[src/rtl/uart_rx_fifo_pkg.sv]
// Shared encodings, FSM states and receive-queue entry layout for the UART receiver.
package uart_pkg;

  localparam logic [1:0] PAR_NONE = 2'd0;
  localparam logic [1:0] PAR_EVEN = 2'd1;
  localparam logic [1:0] PAR_ODD  = 2'd2;

  typedef enum logic [2:0] {
    IDLE,
    START,
    DATA,
    PARITY,
    STOP1,
    STOP2
  } rx_state_e;

  localparam int ENTRY_W    = 10;
  localparam int ENTRY_FERR = 9;
  localparam int ENTRY_PERR = 8;

  // Index of the final data bit for a data-bits code (5..8 bits -> 4..7).
  function automatic logic [2:0] last_bit_index(input logic [1:0] bits_code);
    return {1'b1, bits_code};
  endfunction

endpackage

[src/rtl/uart_rx_sync_fifo.sv]
// First-word fall-through synchronous FIFO; the head word is visible on rdata
// whenever the queue is not empty, and reads as zero when it is.
module uart_rx_sync_fifo #(
  parameter  int WIDTH = 10,
  parameter  int DEPTH = 16,
  localparam int AW    = $clog2(DEPTH)
) (
  input  logic             clk,
  input  logic             reset,
  input  logic             push,
  input  logic [WIDTH-1:0] wdata,
  input  logic             pop,
  output logic [WIDTH-1:0] rdata,
  output logic             full,
  output logic             empty,
  output logic [AW:0]      count
);

  logic [WIDTH-1:0] mem [DEPTH];
  logic [AW:0]      wr_ptr, rd_ptr;
  logic             do_push, do_pop;

  assign count   = wr_ptr - rd_ptr;
  assign empty   = (count == '0);
  assign full    = count[AW];
  assign do_pop  = pop & ~empty;
  // A push into a full queue still lands when the head leaves in the same cycle.
  assign do_push = push & (~full | do_pop);
  assign rdata   = empty ? '0 : mem[rd_ptr[AW-1:0]];

  // NOTE: storage is deliberately not reset; emptiness is carried by the
  // pointers alone and the head is masked while empty.
  always_ff @(posedge clk) begin
    if (do_push) mem[wr_ptr[AW-1:0]] <= wdata;
  end

  // NOTE: state registers use non-blocking assignments so every flop samples
  // pre-edge values regardless of statement order.
  always_ff @(posedge clk or posedge reset) begin
    if (reset) begin
      wr_ptr <= '0;
      rd_ptr <= '0;
    end else begin
      if (do_push) wr_ptr <= wr_ptr + 1'b1;
      if (do_pop)  rd_ptr <= rd_ptr + 1'b1;
    end
  end

endmodule

[src/rtl/uart_rx_fifo.sv]
// UART receiver: synchronised and filtered RX line, bit-centre sampling FSM,
// and an FWFT queue of {ferr, perr, data} entries with a sticky overrun flag.
module uart_rx_fifo
  import uart_pkg::*;
#(
  parameter int PERIOD_W   = 11,
  parameter int FIFO_DEPTH = 16
) (
  input  logic                        clk,
  input  logic                        reset,
  input  logic [PERIOD_W-1:0]         i_period,
  input  logic                        i_rxd,
  input  logic [1:0]                  cfg_data_bits,
  input  logic [1:0]                  cfg_parity,
  input  logic                        cfg_stop2,
  input  logic                        rd_en,
  input  logic                        clr_overrun,
  output logic [7:0]                  o_data,
  output logic                        o_perr,
  output logic                        o_ferr,
  output logic                        o_valid,
  output logic [$clog2(FIFO_DEPTH):0] o_count,
  output logic                        o_overrun
);

  logic                rxd_s1, rxd_s2, line, line_d;
  logic [2:0]          hist;
  logic                line_edge, line_fall;
  rx_state_e           state, next_state;
  logic [PERIOD_W-1:0] cnt;
  logic                tick, frame_done, wr;
  logic [1:0]          lat_bits, lat_par;
  logic                lat_stop2, par_en;
  logic [2:0]          bit_idx;
  logic [7:0]          shreg;
  logic                perr, ferr;
  logic [ENTRY_W-1:0]  wr_entry, head;
  logic                fifo_full, fifo_empty;

  // Line idles high, so the filter starts high to avoid a phantom start bit.
  always_ff @(posedge clk or posedge reset) begin
    if (reset) begin
      rxd_s1 <= 1'b1;
      rxd_s2 <= 1'b1;
      hist   <= '1;
      line   <= 1'b1;
      line_d <= 1'b1;
    end else begin
      rxd_s1 <= i_rxd;
      rxd_s2 <= rxd_s1;
      hist   <= {hist[1:0], rxd_s2};
      if (&{hist, rxd_s2})       line <= 1'b1;
      else if (~|{hist, rxd_s2}) line <= 1'b0;
      line_d <= line;
    end
  end

  assign line_edge = line ^ line_d;
  assign line_fall = line_d & ~line;

  // Clearing on every filtered edge re-centres the sample point on each data transition.
  always_ff @(posedge clk or posedge reset) begin
    if (reset)                                              cnt <= '0;
    else if (state == IDLE || line_edge || cnt == i_period) cnt <= '0;
    else                                                    cnt <= cnt + 1'b1;
  end

  assign tick   = (state != IDLE) && (cnt == (i_period >> 1));
  assign par_en = (lat_par == PAR_EVEN) || (lat_par == PAR_ODD);

  always_ff @(posedge clk or posedge reset) begin
    if (reset) state <= IDLE;
    else       state <= next_state;
  end

  // NOTE: next_state gets a default before the case so no path leaves it
  // unassigned, which would otherwise infer a latch.
  always_comb begin
    next_state = state;
    unique case (state)
      IDLE:    if (line_fall) next_state = START;
      START:   if (tick) next_state = line ? IDLE : DATA;
      DATA:    if (tick && bit_idx == last_bit_index(lat_bits))
                 next_state = par_en ? PARITY : STOP1;
      PARITY:  if (tick) next_state = STOP1;
      STOP1:   if (tick) next_state = lat_stop2 ? STOP2 : IDLE;
      STOP2:   if (tick) next_state = IDLE;
      default: next_state = IDLE;
    endcase
  end

  always_comb begin
    frame_done = 1'b0;
    unique case (state)
      STOP1:   frame_done = tick && !lat_stop2;
      STOP2:   frame_done = tick;
      default: frame_done = 1'b0;
    endcase
  end

  always_ff @(posedge clk or posedge reset) begin
    if (reset) begin
      wr        <= 1'b0;
      lat_bits  <= '0;
      lat_par   <= PAR_NONE;
      lat_stop2 <= 1'b0;
      bit_idx   <= '0;
      shreg     <= '0;
      perr      <= 1'b0;
      ferr      <= 1'b0;
    end else begin
      wr <= frame_done;
      if (state == IDLE && line_fall) begin
        lat_bits  <= cfg_data_bits;
        lat_par   <= cfg_parity;
        lat_stop2 <= cfg_stop2;
        bit_idx   <= '0;
        shreg     <= '0;
        perr      <= 1'b0;
        ferr      <= 1'b0;
      end
      if (tick) begin
        unique case (state)
          DATA: begin
            shreg[bit_idx] <= line;
            bit_idx        <= bit_idx + 1'b1;
          end
          PARITY:  perr <= line ^ ((lat_par == PAR_ODD) ? ~(^shreg) : (^shreg));
          STOP1:   ferr <= ~line;
          STOP2:   ferr <= ferr | ~line;
          default: ;
        endcase
      end
    end
  end

  assign wr_entry = {ferr, perr, shreg};

  uart_rx_sync_fifo #(
    .WIDTH (ENTRY_W),
    .DEPTH (FIFO_DEPTH)
  ) u_fifo (
    .clk   (clk),
    .reset (reset),
    .push  (wr),
    .wdata (wr_entry),
    .pop   (rd_en),
    .rdata (head),
    .full  (fifo_full),
    .empty (fifo_empty),
    .count (o_count)
  );

  // A set in the same cycle as a clear wins.
  always_ff @(posedge clk or posedge reset) begin
    if (reset)                          o_overrun <= 1'b0;
    else if (wr && fifo_full && !rd_en) o_overrun <= 1'b1;
    else if (clr_overrun)               o_overrun <= 1'b0;
  end

  assign o_data  = head[7:0];
  assign o_perr  = head[ENTRY_PERR];
  assign o_ferr  = head[ENTRY_FERR];
  assign o_valid = ~fifo_empty;

endmodule

[config.mk]
export PLATFORM = sky130hd
export DESIGN_NAME = uart_rx_fifo
export DESIGN_NICKNAME = d
export VERILOG_FILES = /design/src/rtl/uart_rx_fifo_pkg.sv /design/src/rtl/uart_rx_sync_fifo.sv /design/src/rtl/uart_rx_fifo.sv
export SDC_FILE = /design/constraint.sdc
export NUM_CORES = 1
export LEC_CHECK = 0
export ABC_AREA = 1
export CAP_MARGIN = 40
export CORE_UTILIZATION = 40
export DETAILED_ROUTE_END_ITERATION = 10
export GPL_ROUTABILITY_DRIVEN = 0
export PLACE_DENSITY = 0.63
export SLEW_MARGIN = 20
export SYNTH_ARGS = -nofsm -noshare
export SYNTH_HDL_FRONTEND = slang
export SYNTH_SLANG_ARGS = --single-unit
[constraint.sdc]
create_clock -name clk -period 5.9 [get_ports clk]
set_input_delay 1.18 -clock clk [delete_from_list [all_inputs] [get_ports clk]]
set_output_delay 1.18 -clock clk [all_outputs]
set_load 0.01 [all_outputs]
# After elaboration in Yosys (flattened, before gate mapping)
# Memory sizes are Yosys's and may differ from the RTL's.
# Cells that the tools add are included.
# classes
n_bitwise	11
n_reduce_logical	20
n_lt_le_gt_ge	2
add_sub_neg	5
n_mux	35
eq_ne	17
# op_table
operator	n
3-bit two-way mux	11
8-bit two-way mux	3
3-bit case mux with 6 select lines	1
2-bit inequality test, second input constant	7
1-bit two-way mux	13
11-bit by 1-bit adder with 11-bit output, second input constant	1
11-bit by 10-bit equality test with 1-bit output	1
11-bit equality test	1
11-bit two-way mux	1
5-bit by 1-bit adder with 5-bit output, second input constant	2
10-bit two-way mux	1
8-bit bitwise mux	1
8-bit parity	1
1-bit logical AND	7
3-bit by 2-bit equality test with 1-bit output, second input constant	2
3-bit equality test, second input constant	2
6-bit AND reduction	1
5-bit logical NOT	1
5-bit subtractor	1
3-bit by 4-bit < comparator with 1-bit output, second input constant	1
1-bit NOT	4
1-bit case mux with 2 select lines	2
4-bit AND reduction	1
4-bit OR reduction	1
other kinds (16)	23
# word_totals
ff_bits	51
mem_bits_rw	160
output_inout_bits	17
memories	1
inputBits	21
elab_cells	109
# mem_list
memory	words	width	rd	rd_clocked_by_memory_dff	wr	line_no	rtl
u_fifo.mem	16	10	1	0	1	uart_rx_sync_fifo.sv:19	logic [WIDTH-1:0] mem [DEPTH];

# Longest topological paths before layout
# Gate-level depths: netlist of the first run.
# depth
ltp_word	8
depth_mapped	14
mapped_depth_nobuf	13

# Hierarchy
# A second synthesis of the first run with hierarchy kept.
# hier_totals
cells_unflattened	1034
hier_area_um2	10025.9
# by_module_without_submodules
module	seq_area_each_um2	area_each_um2	cells_per_inst	n_inst
uart_rx_sync_fifo	5054.8	7284.5	655	1
uart_rx_fifo	1034.7	2741.4	379	1

# Worst setup path before layout of the first run
# No wires, ideal clock.
# synth_timing
path_kind	register -> output
startpoint	register u_fifo.wr_ptr[0]
endpoint	output port o_data[0]
n_path_buf	0
setup_slack_ps	2585
path_stages_with_launch	10
arrival_ps	2135
t_required_ps	4720
path_cell_list	dfrtp_1 > inv_1 > ha_1 > inv_1 > fa_1 > xor2_1 > nor3_1 > nand3_2 > clkinv_1 > nor2_1
# synth_between
elab_chain_len	3
# synth_rtl
element	line_no	rtl
start: declaration	uart_rx_sync_fifo.sv:20	logic [AW:0] wr_ptr, rd_ptr;
start signal: assignment	uart_rx_sync_fifo.sv:44	if (do_push) wr_ptr <= wr_ptr + 1'b1;
5-bit subtractor	uart_rx_sync_fifo.sv:23	assign count = wr_ptr - rd_ptr;
net o_count[2]	uart_rx_fifo.sv:22	output logic [$clog2(FIFO_DEPTH):0] o_count,
5-bit logical NOT	uart_rx_sync_fifo.sv:24	assign empty = (count == '0);
10-bit two-way mux	uart_rx_sync_fifo.sv:29	assign rdata = empty ? '0 : mem[rd_ptr[AW-1:0]];
end: declaration	uart_rx_fifo.sv:18	output logic [7:0] o_data,
# The timed path passes the listed nets, and every way through them passes these cells.

# Worst setup path in the final report of the first run
# layout_timing
startpoint	register u_fifo.wr_ptr[0]
endpoint	output port o_data[4]
# layout_between
elab_chain_len	3
# layout_rtl
element	line_no
5-bit subtractor	uart_rx_sync_fifo.sv:23
5-bit logical NOT	uart_rx_sync_fifo.sv:24
10-bit two-way mux	uart_rx_sync_fifo.sv:29
# No other way between the ends.

==> results.txt, run 1 <==
The flow ran to the end, and the final reports show no timing, DRC or antenna violations. Using the TritonRoute via totals, the vias-per-cell ratio works out to between 5 and 6. The number of max-slew violations in the final report is 0. The achievable frequency came out at approximately 0.22 GHz. The worst setup path is of the flop to primary output kind. The number of vias after detailed routing is between 7000 and 8000. The layout overhead on the synthesized area is 14.5%. The final layout net count came out at 1103. The instance count of the mapped netlist is between 1000 and 1500. The number of nets still failing antenna checks after routing is 0. The max capacitance violation total is 0. Yosys instantiated no cell more often than nand2_1. The worst-case clock skew is roughly 27 ps. After detailed routing, the number of remaining DRC violations is 0. In this run, synthesis inferred 160 flip-flops with an integrated enable. The power density of the placed cells came out at approximately 390 nW/µm². The worst hold path belongs to the class flop to flop. The flip-flop cell with the highest count after synthesis is edfxtp_1.

The post-detailed-routing wire length is approximately 23 mm. The final clock period utilization by the worst path is roughly 75%. The clock sink count is around 210.

The first-pass GRT wire length came out at approximately 37 mm. The insertion delay of the later-clocked pin in the worst-skew pair came out at around 520 ps. The first-pass iteration count of the detailed router came out at 5. The number of buffers inserted during clock tree synthesis is 23. The average wire per cell in the routed design came out at between 15 and 20 µm. Sequential elements use about 60% of the synthesized area.

The setup slack of the most critical reg-to-reg path came out at about 2700 ps. Setup violations remaining at the end of the flow were counted as 0. The fraction of synthesis flops using an asynchronous set or reset pin is ~24%. The area of the die came out at 25600 µm². The final design area excluding fillers came out at roughly 11000 µm². The share of Yosys cell area claimed by the top area cell type came out at 48.2%. The post-route core utilization came out at between 40% and 50%. Measured against its own limit, the worst slew margin works out to roughly 45%. The number of global-route vias before repair came to between 6000 and 7000.

When the netlist entered floorplanning its net count stood at between 1000 and 1500. The die outline height came out at around 160 µm. The share of final-layout standard cells stronger than drive strength 1 is a little under a tenth. Clock tree synthesis selected as its root buffer the cell clkbuf_16. The worst setup path is captured at a primary output. The number of resized instances in the post-cts repair step came out at 0. The critical path arrival is roughly 3300 ps.

The longest clock path from root to sink contains 3 buffers. In the post-synthesis netlist, the biggest area contributors are edfxtp_1 48%, nand2_1 12%, dfrtp_1 11%. The number of failing hold endpoints at the final stage came out at 0.

Across the VDD grid, the largest voltage drop is ~200 µV. The count of synthesis-stage warnings from yosys came out at 0. STA classifies the critical path startpoint as a flop. The number of setup buffers added after CTS is 0. Setup repair after global routing left no endpoint under its margin. After synthesis the netlist holds a flip-flop and latch count of approximately 210. For this design the top-level I/O count stands at 38.

The initial core utilization is between 40 and 50%. TritonCTS built the clock tree. The number of fill cells came out at ~2300.

In this run, post-CTS hold repair placed 0 buffers. The number of input and output port buffers inserted is 37. The leakage power is roughly 4.6 nW. The global-route total usage across every layer is 18.1%. The total overflow reported by the global router is 0. The data required time at the worst endpoint is 4720 ps. The antenna diode instance count came out at 0.

The minimum period implied by the final worst setup slack is 4450 ps. The standard cell core area is 24400 µm². The initial antenna violation count came out at 0. The die is around 160 µm wide.

The H-tree depth is 1. The accumulated negative setup slack came out at 0 ps. The floorplan has 57 rows. Sorting the synthesized cells by how often they occur yields 320 x nand2_1, 160 x edfxtp_1, 112 x nor2_1, 64 x nand3_1, 57 x a21oi_1. The violation count after the first detailed-route iteration came out at 508.

The HPWL reported at the end of detailed placement is between 15 and 20 mm. At the pin with the least slew margin, the transition time is 816 ps. The biggest fanout along the worst timing path is 10.

The placement-stage cell area is roughly 11000 µm². The synthesized design spends more area on one cell type than any other, namely edfxtp_1. The mean instance size in the synthesized netlist came out at between 9 and 10 µm². The largest net degree at the start of global routing came out at between 50 and 60. After synthesis the cells add up to about 10000 µm². The clock transition time at the flip-flop clock pins of the worst setup and hold paths came out at 60 ps.

The unique cell type count in the Yosys netlist is 40.
==> metal layers <==
layer | part of all wire, % | up-vias | global-route usage [%]
met3 | 3.5 | 35 | 1.97
met1 | 44 | 3506 | 23.7
met2 | 50 | 153 | 31.6
met4 | 2.0 | 0 | 5.28
li1 | - | 3519 | -
met5 | 0 | - | 0
==> where the power goes <==
part / switching, mW / internal, mW
sequential: 0.0538 / 1.64
clock: 0.579 / 0.830
combinational: 0.859 / 0.525
total: 1.49 / 3.00
==> cell families (layout without fill, tap and decap cells) <==
kind of cell               Yosys count  after routing  synth area share (%)
DFF                                211            211                  61.1
xor gates and xnor gates            30             30                  2.63
muxes                                4              4                 0.439
buffers and inverters              108            164                  4.93
AOI/OAI and AO/OA                  107            107                  5.81
adders and majority gates           14             14                  1.83
and+or+nand+nor                    555            555                  23.3
==> area by class of cell <==
type                            instances  area (µm²)  share of cell area (%)
Sequential cell                       211        6090                    53.4
Clock buffer                           29         618                    5.41
Inverter                               62         233                    2.04
Multi-Input combinational cell        710        3400                    29.8
Clock inverter                         13         123                    1.07
Tap cell                              324         405                    3.55
Timing Repair Buffer                   60         547                    4.79
==> worst max-delay path, cell delays in order (launching register included) <==
cell and delay (ps):
dfrtp_1 420, inv_1 130, ha_1 160, inv_1 60, fa_1 460, nand3_1 90
nand2_1 60, nand2_1 60, nand2_1 80, nand3_2 170, clkinv_1 320, nor2_1 210
clkdlybuf4s50_1 550
==> metrics by stage <==
step | setup WS [ps] | std cells | total power [mW] | hold slack [ps]
floorplan | 2590 | 1029 | 2.63 | 345
global placement | 2070 | 1355 | 3.10 | 346
detailed placement | 1950 | 1367 | 3.11 | 351
CTS | 1420 | 1409 | 4.52 | 359
global route | 1180 | 1409 | 4.72 | 361
finish | 1450 | 1409 | 4.49 | 357
==> placed cells by master, fill, tap and decap left out, drive strengths merged, types with 10 or more instances in the layout <==
cell type and n:
dfrtp 44, edfxtp 160, buf 23, xor2 15, nand4 17, nor2 114, inv 61, xnor2 15
a21oi 58, ha 13, o21ai 35, o21bai 10, clkbuf 29, clkdlybuf4s50 37, nor3 21, nand3 70
clkinv 10, nand2 329
==> final timing paths <==
kind | start | to | depth (start not counted)
setup / recovery | u_fifo.wr_ptr[0] | o_data[4] | 12
hold / removal | rxd_s1 | rxd_s2 | 0
setup reg to reg | u_fifo.wr_ptr[0] | u_fifo.mem[7][7] | 13
hold reg to reg | rxd_s1 | rxd_s2 | 0
max in group asynchronous | reset | u_fifo.rd_ptr[0] | 3
min in group asynchronous | reset | o_overrun | 3
==> registers in the layout, summed over array words and instances (netlist names) <==
| name | flops |
|---|---|
| bit_idx | 3 |
| cnt | 11 |
| ferr | 1 |
| hist | 3 |
| lat_bits | 2 |
| lat_par | 2 |
| lat_stop2 | 1 |
| line | 1 |
| line_d | 1 |
| o_overrun | 1 |
| perr | 1 |
| rxd_s1 | 1 |
| rxd_s2 | 1 |
| shreg | 8 |
| state | 3 |
| u_fifo.mem | 160 |
| u_fifo.rd_ptr | 5 |
| u_fifo.wr_ptr | 5 |
| wr | 1 |
No activity file was read; power rests on OpenSTA's default activity.
==> run 2: changes to the inputs <==
Clock period 5.9 ns to 4.3 ns, I/O delays scaled along.
==> results.txt, run 2 (same netlist as run 1, synthesis figures left out) <==
The leakage power is between 4 and 5 nW. The max capacitance violation total is 0. The total area of multi-input combinational cells came out at 3400 µm². The largest net degree at the start of global routing is 67. The post-route non-filler standard cell count came out at around 1400. The number of global-route vias before repair is between 6000 and 7000. Traced cell by cell, the critical path runs through inv_1 -> ha_1 -> inv_1 -> fa_1 -> nand3_1 -> nand2_1 -> or2_1 -> nand2_1 -> nand3_4 -> clkinvlp_4 -> nor2_1 -> clkdlybuf4s50_1. The setup slack of the most critical reg-to-reg path came out at around 1400 ps. The violation count after the first detailed-route iteration is approximately 360. The critical path is of the flop to primary output type.

The number of hold buffers added after CTS was 0. The post-detailed-routing wire length came out at 22.4 mm. The post-route netlist has between 9 and 10% of its cells at a drive strength greater than 1. The number of nets still failing antenna checks after routing is 0. The average wire per cell in the routed design is about 16 µm.

The count of unresolved DRC violations after routing came out at 0. Setup repair after global routing left no endpoint under its margin. The I/O pin total is 38. Summing over every cut layer, the via total after detailed routing is around 7100. The die outline height came out at 160 µm.

The stage delay of the slowest cell on the critical path is between 400 and 500 ps. The flip-flop count of the largest register after layout came out at 160. The kind of start point of the critical path is a flop. STA classifies the critical path endpoint as a primary output.

The number of failing hold endpoints at the final stage came out at 0. The initial antenna violation count is 0. Counting every sink on the clock net gives roughly 210. The number of buffers on the longest clock path came out at 3. On the critical path, the stage with the largest delay is an instance of clkdlybuf4s50_1. The clock transition time at the flip-flop clock pins of the worst setup and hold paths came out at about 60 ps. The critical path arrival is between 3000 and 4000 ps. The worst-case headroom to the max-slew limit came out at between 40% and 50%. The most critical setup path has its endpoint at o_perr. After floorplanning, the core was sized to cover about 24000 µm². The net switching power came out at approximately 2.0 mW.

Counting tap cells, the placed design contains a total of 1368 instances. The worst-case clock skew came out at roughly 14 ps. The cell-internal power came out at around 4.3 mW. The initial core utilization is 40.9%. The insertion delay of the later-clocked pin in the worst-skew pair came out at approximately 500 ps. The number of max-slew violations in the final report is 0. The biggest fanout along the worst timing path is 9. The site row count came out at 57.

The first global-routing pass estimated approximately 36 mm of wire. The minimum period implied by the final worst setup slack is 4070 ps. The switching share of power is between 30% and 40%. The number of setup violations in the final report is 0. The TritonCTS clock tree is done. The antenna diode instance count is 0. The worst register-to-register path has a depth of 13. The final clock period utilization by the worst path came out at between 90% and 100%. The area growth from synthesis to layout is 16.2%. For this run, the post-layout net count is 1108. In the final timing run, aggregate negative setup slack is 0 ps. For the pin with the worst max-slew slack, the measured transition is 807 ps.

At the worst endpoint, the required time is ~3400 ps. The flow ran to the end, and the final reports show no timing, DRC or antenna violations. The HPWL reported at the end of detailed placement came out at 14.2 mm. In this run the critical register-to-register path is captured at u_fifo.mem[3][9].

The worst reg2reg path startpoint is u_fifo.wr_ptr[0]. Summing all flip-flop and latch instances after layout gives between 6000 and 7000 µm². The combinational share of power is 30.1%. The width of the chip came out at roughly 160 µm. Sequential cells account for 36.8% of the total power. The first-pass iteration count of the detailed router came out at 4. In this run the worst hold path is classified as flop to flop. Dividing the detail-routed via count by the number of cells gives about 5.

The number of fill cells came out at between 2000 and 2500. The maximum vdd drop came out at approximately 340 µV. The area of the die is about 26000 µm².

Counting the buffers created by CTS gives 24. Tracing the worst setup path back leads to its startpoint at u_fifo.wr_ptr[0]. The H-tree depth is 1. In the layout the commonest cells are 320 x nand2_1, 160 x edfxtp_1, 112 x nor2_1. The total overflow reported by the global router came out at 0. Leaving out fill and tap cells, the most frequent cell in the layout is nand2_1.

The tree is rooted in a clkbuf_16. Global routing used about 18% of the available tracks. Power spread over the standard cell area amounts to approximately 550 nW/µm². The number of input and output port buffers inserted came out at 37.

The achievable frequency came out at between 0.2 and 0.25 GHz. The portion of total power attributed to the clock network is between 30% and 40%.
## run 2: cell types whose count changed in the layout (fill, tap and decap cells not counted), sizes merged
cell    delta
inv        -1
bufinv     +2
buf        +3
clkinv     +2
## run 2: routing by layer
| layer | vias to the layer above | share of wire, % | routed length (µm) | global-route usage [%] |
|---|---|---|---|---|
| met2 | 150 | 49 | 11000 | 31.1 |
| met5 | - | 0 | 0 | 0 |
| met3 | 34 | 4.1 | 922 | 2.29 |
| li1 | 3535 | - | - | - |
| met4 | 0 | 2.2 | 500 | 4.59 |
| met1 | 3359 | 44 | 9970 | 23.2 |
## run 2: stage by stage
stage / setup WS [ps] / hold WS [ps] / cell area (µm²) / power (mW) / util, %
4_1_cts: 1.62 / 363 / 11500 / 6.40 / 47.3
2_1_floorplan: 1310 / 345 / 9970 / 3.61 / -
3_5_place_dp: 542 / 351 / 10700 / 4.28 / 43.9
6_report: 229 / 363 / 11600 / 6.36 / 47.5
3_3_place_gp: 617 / 349 / 10700 / 4.27 / 43.9
5_1_grt: 23.7 / 363 / 11600 / 6.72 / 47.5
## run 2: cell type report
class | instances | area share [%]
flip-flops and latches | 211 | 52.6
repair buffers | 63 | 5.38
clock inverters | 15 | 1.50
clock buffers | 29 | 5.61
repair inverters | 1 | 0.0648
well taps | 324 | 3.50
inverters | 62 | 2.04
multi-input cells | 710 | 29.3
## run 2: repair_timing
| item | CTS | global route |
|---|---|---|
| buffers inserted | 0 | 1 |
| gates resized for setup | 0 | 4 |
| endpoints found under the setup margin | 0 | 10 |
## run 2: power by group through the flow
stage | combinational (mW) | clock [mW] | sequential (mW)
after floorplan | 1.28 | 0 | 2.34
after global placement | 1.89 | 0 | 2.38
after detailed placement | 1.90 | 0 | 2.38
after CTS | 1.90 | 2.15 | 2.34
after global routing | 2.13 | 2.24 | 2.35
final | 1.91 | 2.11 | 2.34
## run 2: worst min-delay path by stage
| stage | from | to | slack, ps | depth (start not counted) |
|---|---|---|---|---|
| after CTS | rxd_s1 | rxd_s2 | 360 | 0 |
| after detailed placement | rxd_s1 | rxd_s2 | 350 | 0 |
| final | rxd_s1 | rxd_s2 | 360 | 0 |
| after floorplan | rxd_s1 | rxd_s2 | 350 | 0 |
| after global placement | rxd_s1 | rxd_s2 | 350 | 0 |
| after global routing | rxd_s1 | rxd_s2 | 360 | 0 |
## run 2: critical path: cells and delay by family (launching register included)
kind,cells,cell delay (ps)
adder cells (fa/ha/maj),2,610
AND/OR/NAND/NOR,6,780
flip-flops,1,420
buffers and inverters,4,900
==> run 3: changes to the inputs <==
Settings changed: SYNTH_HIERARCHICAL set to 1.
==> results.txt, run 3 <==
The flow ran to the end, and the final reports show no timing, DRC or antenna violations. Summed over all layers, the routed wires come to 22.5 mm. The worst-case headroom to the max-slew limit is roughly 43%. The library cells used most frequently in the layout, excluding fill and tap cells, are 372 x nand2_1, 160 x edfxtp_1, 138 x nand3_1. For the worst setup path, the data required time is approximately 3400 ps. 38 I/O pins were placed. The total area of multi-input combinational cells is between 3000 and 4000 µm².

The number of global-route vias before repair came out at around 6700. The core region is roughly 24000 µm². Leaving out fill and tap cells, the most frequent cell in the layout is nand2_1.

The number of max-slew violations in the final report came out at 0. The number of buffers inserted during clock tree synthesis is 23. The site row count came out at 57.

The share of final-layout standard cells stronger than drive strength 1 came out at a little under a tenth. The worst-case clock skew is approximately 17 ps. The number of failing hold endpoints at the final stage came out at 0. The min-delay analysis places its worst path in the category flop to flop. The accumulated negative setup slack came out at 0 ps. The post-layout worst setup margin came out at approximately 270 ps. After legalization and detailed placement, the total HPWL measured 14.4 mm. The max capacitance violation total came out at 0.

The routed length on met2 came out at about 10 mm. The number of nets in the synthesized netlist came out at 1069. The achievable frequency came out at about 0.25 GHz.

Counting the fill cells in the layout gives between 2000 and 2500. Yosys instantiated no cell more often than nand2_1. Summing every instance area after synthesis gives approximately 10000 µm². Yosys attributes the largest share of cell area to edfxtp_1 48%, nand2_1 14%, dfrtp_1 11%. The number of enable flip-flop cells after synthesis came out at 160. After synthesis the netlist holds a flip-flop and latch count of ~210. The clock transition time at the flip-flop clock pins of the worst setup and hold paths came out at ~60 ps. The number of buffers on the longest clock path came out at 3.

TritonCTS built the clock tree. Dividing the detail-routed via count by the number of cells gives ~5. The flip-flop count of the largest register after layout is 160.

The post-route non-filler standard cell count came out at approximately 1400. The fraction of synthesis flops using an asynchronous set or reset pin came out at between 20% and 30%. The largest net degree at the start of global routing came out at between 70 and 80. Ranked by instance count, the synthesized netlist is headed by 372 x nand2_1, 160 x edfxtp_1, 138 x nand3_1, 66 x inv_1, 57 x nor2_1. Counting stages on the worst path, the most repeated cell is nand2_1. The number of hold buffers added after CTS is 0. In this run, the number of DRC markers left after iteration 0 of detailed routing was roughly 580. The average wire per cell in the routed design came out at roughly 16 µm. The number of nets still failing antenna checks after routing is 0. The die outline height is 160 µm. For the pin with the worst max-slew slack, the measured transition is 851 ps. Setup repair after global routing left no endpoint under its margin. The biggest fanout along the worst timing path came out at 40. The count of unresolved DRC violations after routing came out at 0. The placement-stage worst setup slack is around 740 ps. Detailed routing inserted a total of around 7000 vias. The share of Yosys cell area claimed by the top area cell type came out at between 40% and 50%. Once placement completed, the tool counted placed cells totaling ~1400. The largest individual stage delay along the critical path comes from the cell clkdlybuf4s50_1.

The signal on the critical path passes through inv_2 -> buf_4 -> ha_1 -> nand3_1 -> nand2_1 -> nand2_1 -> nand2_1 -> nand3_2 -> clkinv_2 -> nor2_1 -> clkdlybuf4s50_1. The final layout net count is approximately 1100. The global-route total usage across every layer is 18.1%. The number of setup violations in the final report is 0. Total power for the finished layout comes to about 6.3 mW. The critical path contains buffers and inverters numbering 4 combined. 0 antenna diodes ended up in the layout. The share of the Yosys chip area taken by registers is between 60% and 70%. STA classifies the critical path endpoint as a primary output. The minimum period implied by the final worst setup slack is around 4000 ps. The cell at the root of the clock tree is clkbuf_16. The mean instance size in the synthesized netlist is about 9.7 µm². The initial antenna violation count is 0. The count of synthesis-stage warnings from yosys came out at 6. The uppermost metal layer occupied by signal nets is met4.

The worst setup path is launched from a flop. The width of the chip came out at ~160 µm. The layout overhead on the synthesized area came out at 14.6%. The instance count of the mapped netlist came out at between 1000 and 1500. Summed over all layers, the global routing overflow is 0.

The sequential cell area came out at just over 6000 µm². The first global-routing pass estimated 36.7 mm of wire. The synthesized design spends more area on one cell type than any other, namely edfxtp_1. In this run, distinct cell masters in the synthesized netlist total 39. The final clock period utilization by the worst path is a little over nine tenths. The insertion delay of the later-clocked pin in the worst-skew pair is 520 ps.

Cells fill a little under half of the core in the end. The analysis attributes to cell leakage a power of ~4.8 nW. The type of the setup path with the least slack is flop to primary output.

The area of the die came out at 25700 µm². For the worst setup path, the data arrival time is between 3000 and 4000 ps. In this run the tool buffered the top-level ports with 37 buffer cells. Among cell families on the critical path, the largest total delay comes from buffers and inverters. For this run, the slowest stage of the critical path takes between 500 and 600 ps.

Summed over all nets, wire length on met3 after detailed routing comes to around 1.2 mm. The clock drives 211 sinks. The met1 routed wirelength after detailed routing came out at about 11 mm.

In the synthesized netlist the dominant register cell turns out to be edfxtp_1. The initial utilization of the core area, before any placement, comes to 41.0%. The maximum vdd drop is around 390 µV. The first-pass iteration count of the detailed router is 5. Dividing total power by cell area gives a power density of 553 nW/µm². The H-tree depth is 1.
## run 3: cell types whose count changed after synthesis, moves of 14 or more
cell	previous run	this run
inv_1	52	66
nand2_1	320	372
a21oi_1	57	9
o21ai_0	34	16
nor3_1	20	6
nand3_1	64	138
nor2_1	112	57
## run 3: worst register-to-register path, stage by stage (launching register included)
cell and delay [ps]:
dfrtp_1 410, inv_1 150, ha_1 160, inv_1 60, fa_1 400, nand3_1 110, nand3_1 100, nand3_1 90
nand2_1 210, inv_1 250, nand2_1 140, nor2_1 670
## run 3: stage by stage
stage / cell area [µm²] / hold WS [ps]
6_report: 11500 / 356
5_1_grt: 11500 / 360
4_1_cts: 11400 / 358
3_5_place_dp: 10700 / 349
3_3_place_gp: 10600 / 347
2_1_floorplan: 10000 / 345
## run 3: logic make-up (layout without fill, tap and decap cells)
group,count (synthesis),in the layout,synth area share [%]
adder cells (fa/ha/maj),14,14,1.82
buffers and inverters,125,181,5.97
multiplexers,5,5,0.524
AO/OA/AOI/OAI,38,38,2.27
flip-flops,211,211,60.7
AND/OR/NAND/NOR,609,609,25.9
XOR/XNOR,32,32,2.80
## run 3: what timing repair did
item | 4_1_cts | 5_1_grt
gates resized for setup | 0 | 2
buffers inserted | 0 | 1
endpoints found under the setup margin | 0 | 1
## run 3: cell type report
class	count	share of cell area (%)
Inverter	78	2.59
Clock buffer	29	5.38
Sequential cell	211	53.0
Multi-Input combinational cell	698	29.1
Clock inverter	10	0.915
Timing Repair Buffer	64	5.49
Tap cell	324	3.53
## run 3: final timing paths
kind                                   from                to  slack, ps  cells past startpoint
min reg2reg                          rxd_s1            rxd_s2        360                      0
max reg2reg                u_fifo/wr_ptr[0]  u_fifo/mem[5][1]       1180                     11
min                                  rxd_s1            rxd_s2        360                      0
max                        u_fifo/rd_ptr[1]         o_data[7]        270                     11
max in group asynchronous             reset          shreg[1]       3080                      3
min in group asynchronous             reset  u_fifo/rd_ptr[2]        680                      2
## run 3: routing by layer
metal  global-route usage (%)  vias up
met5                        0        -
met4                     6.41        0
met3                     2.30       39
met2                     28.0      165
met1                     26.3     3312
li1                         -     3499
## run 3: where the power goes
group	switching [mW]	leakage, nW	internal, mW
clock	0.761	0.350	1.13
sequential	0.100	2.13	2.27
combinational	1.30	2.28	0.780
total	2.17	4.77	4.18
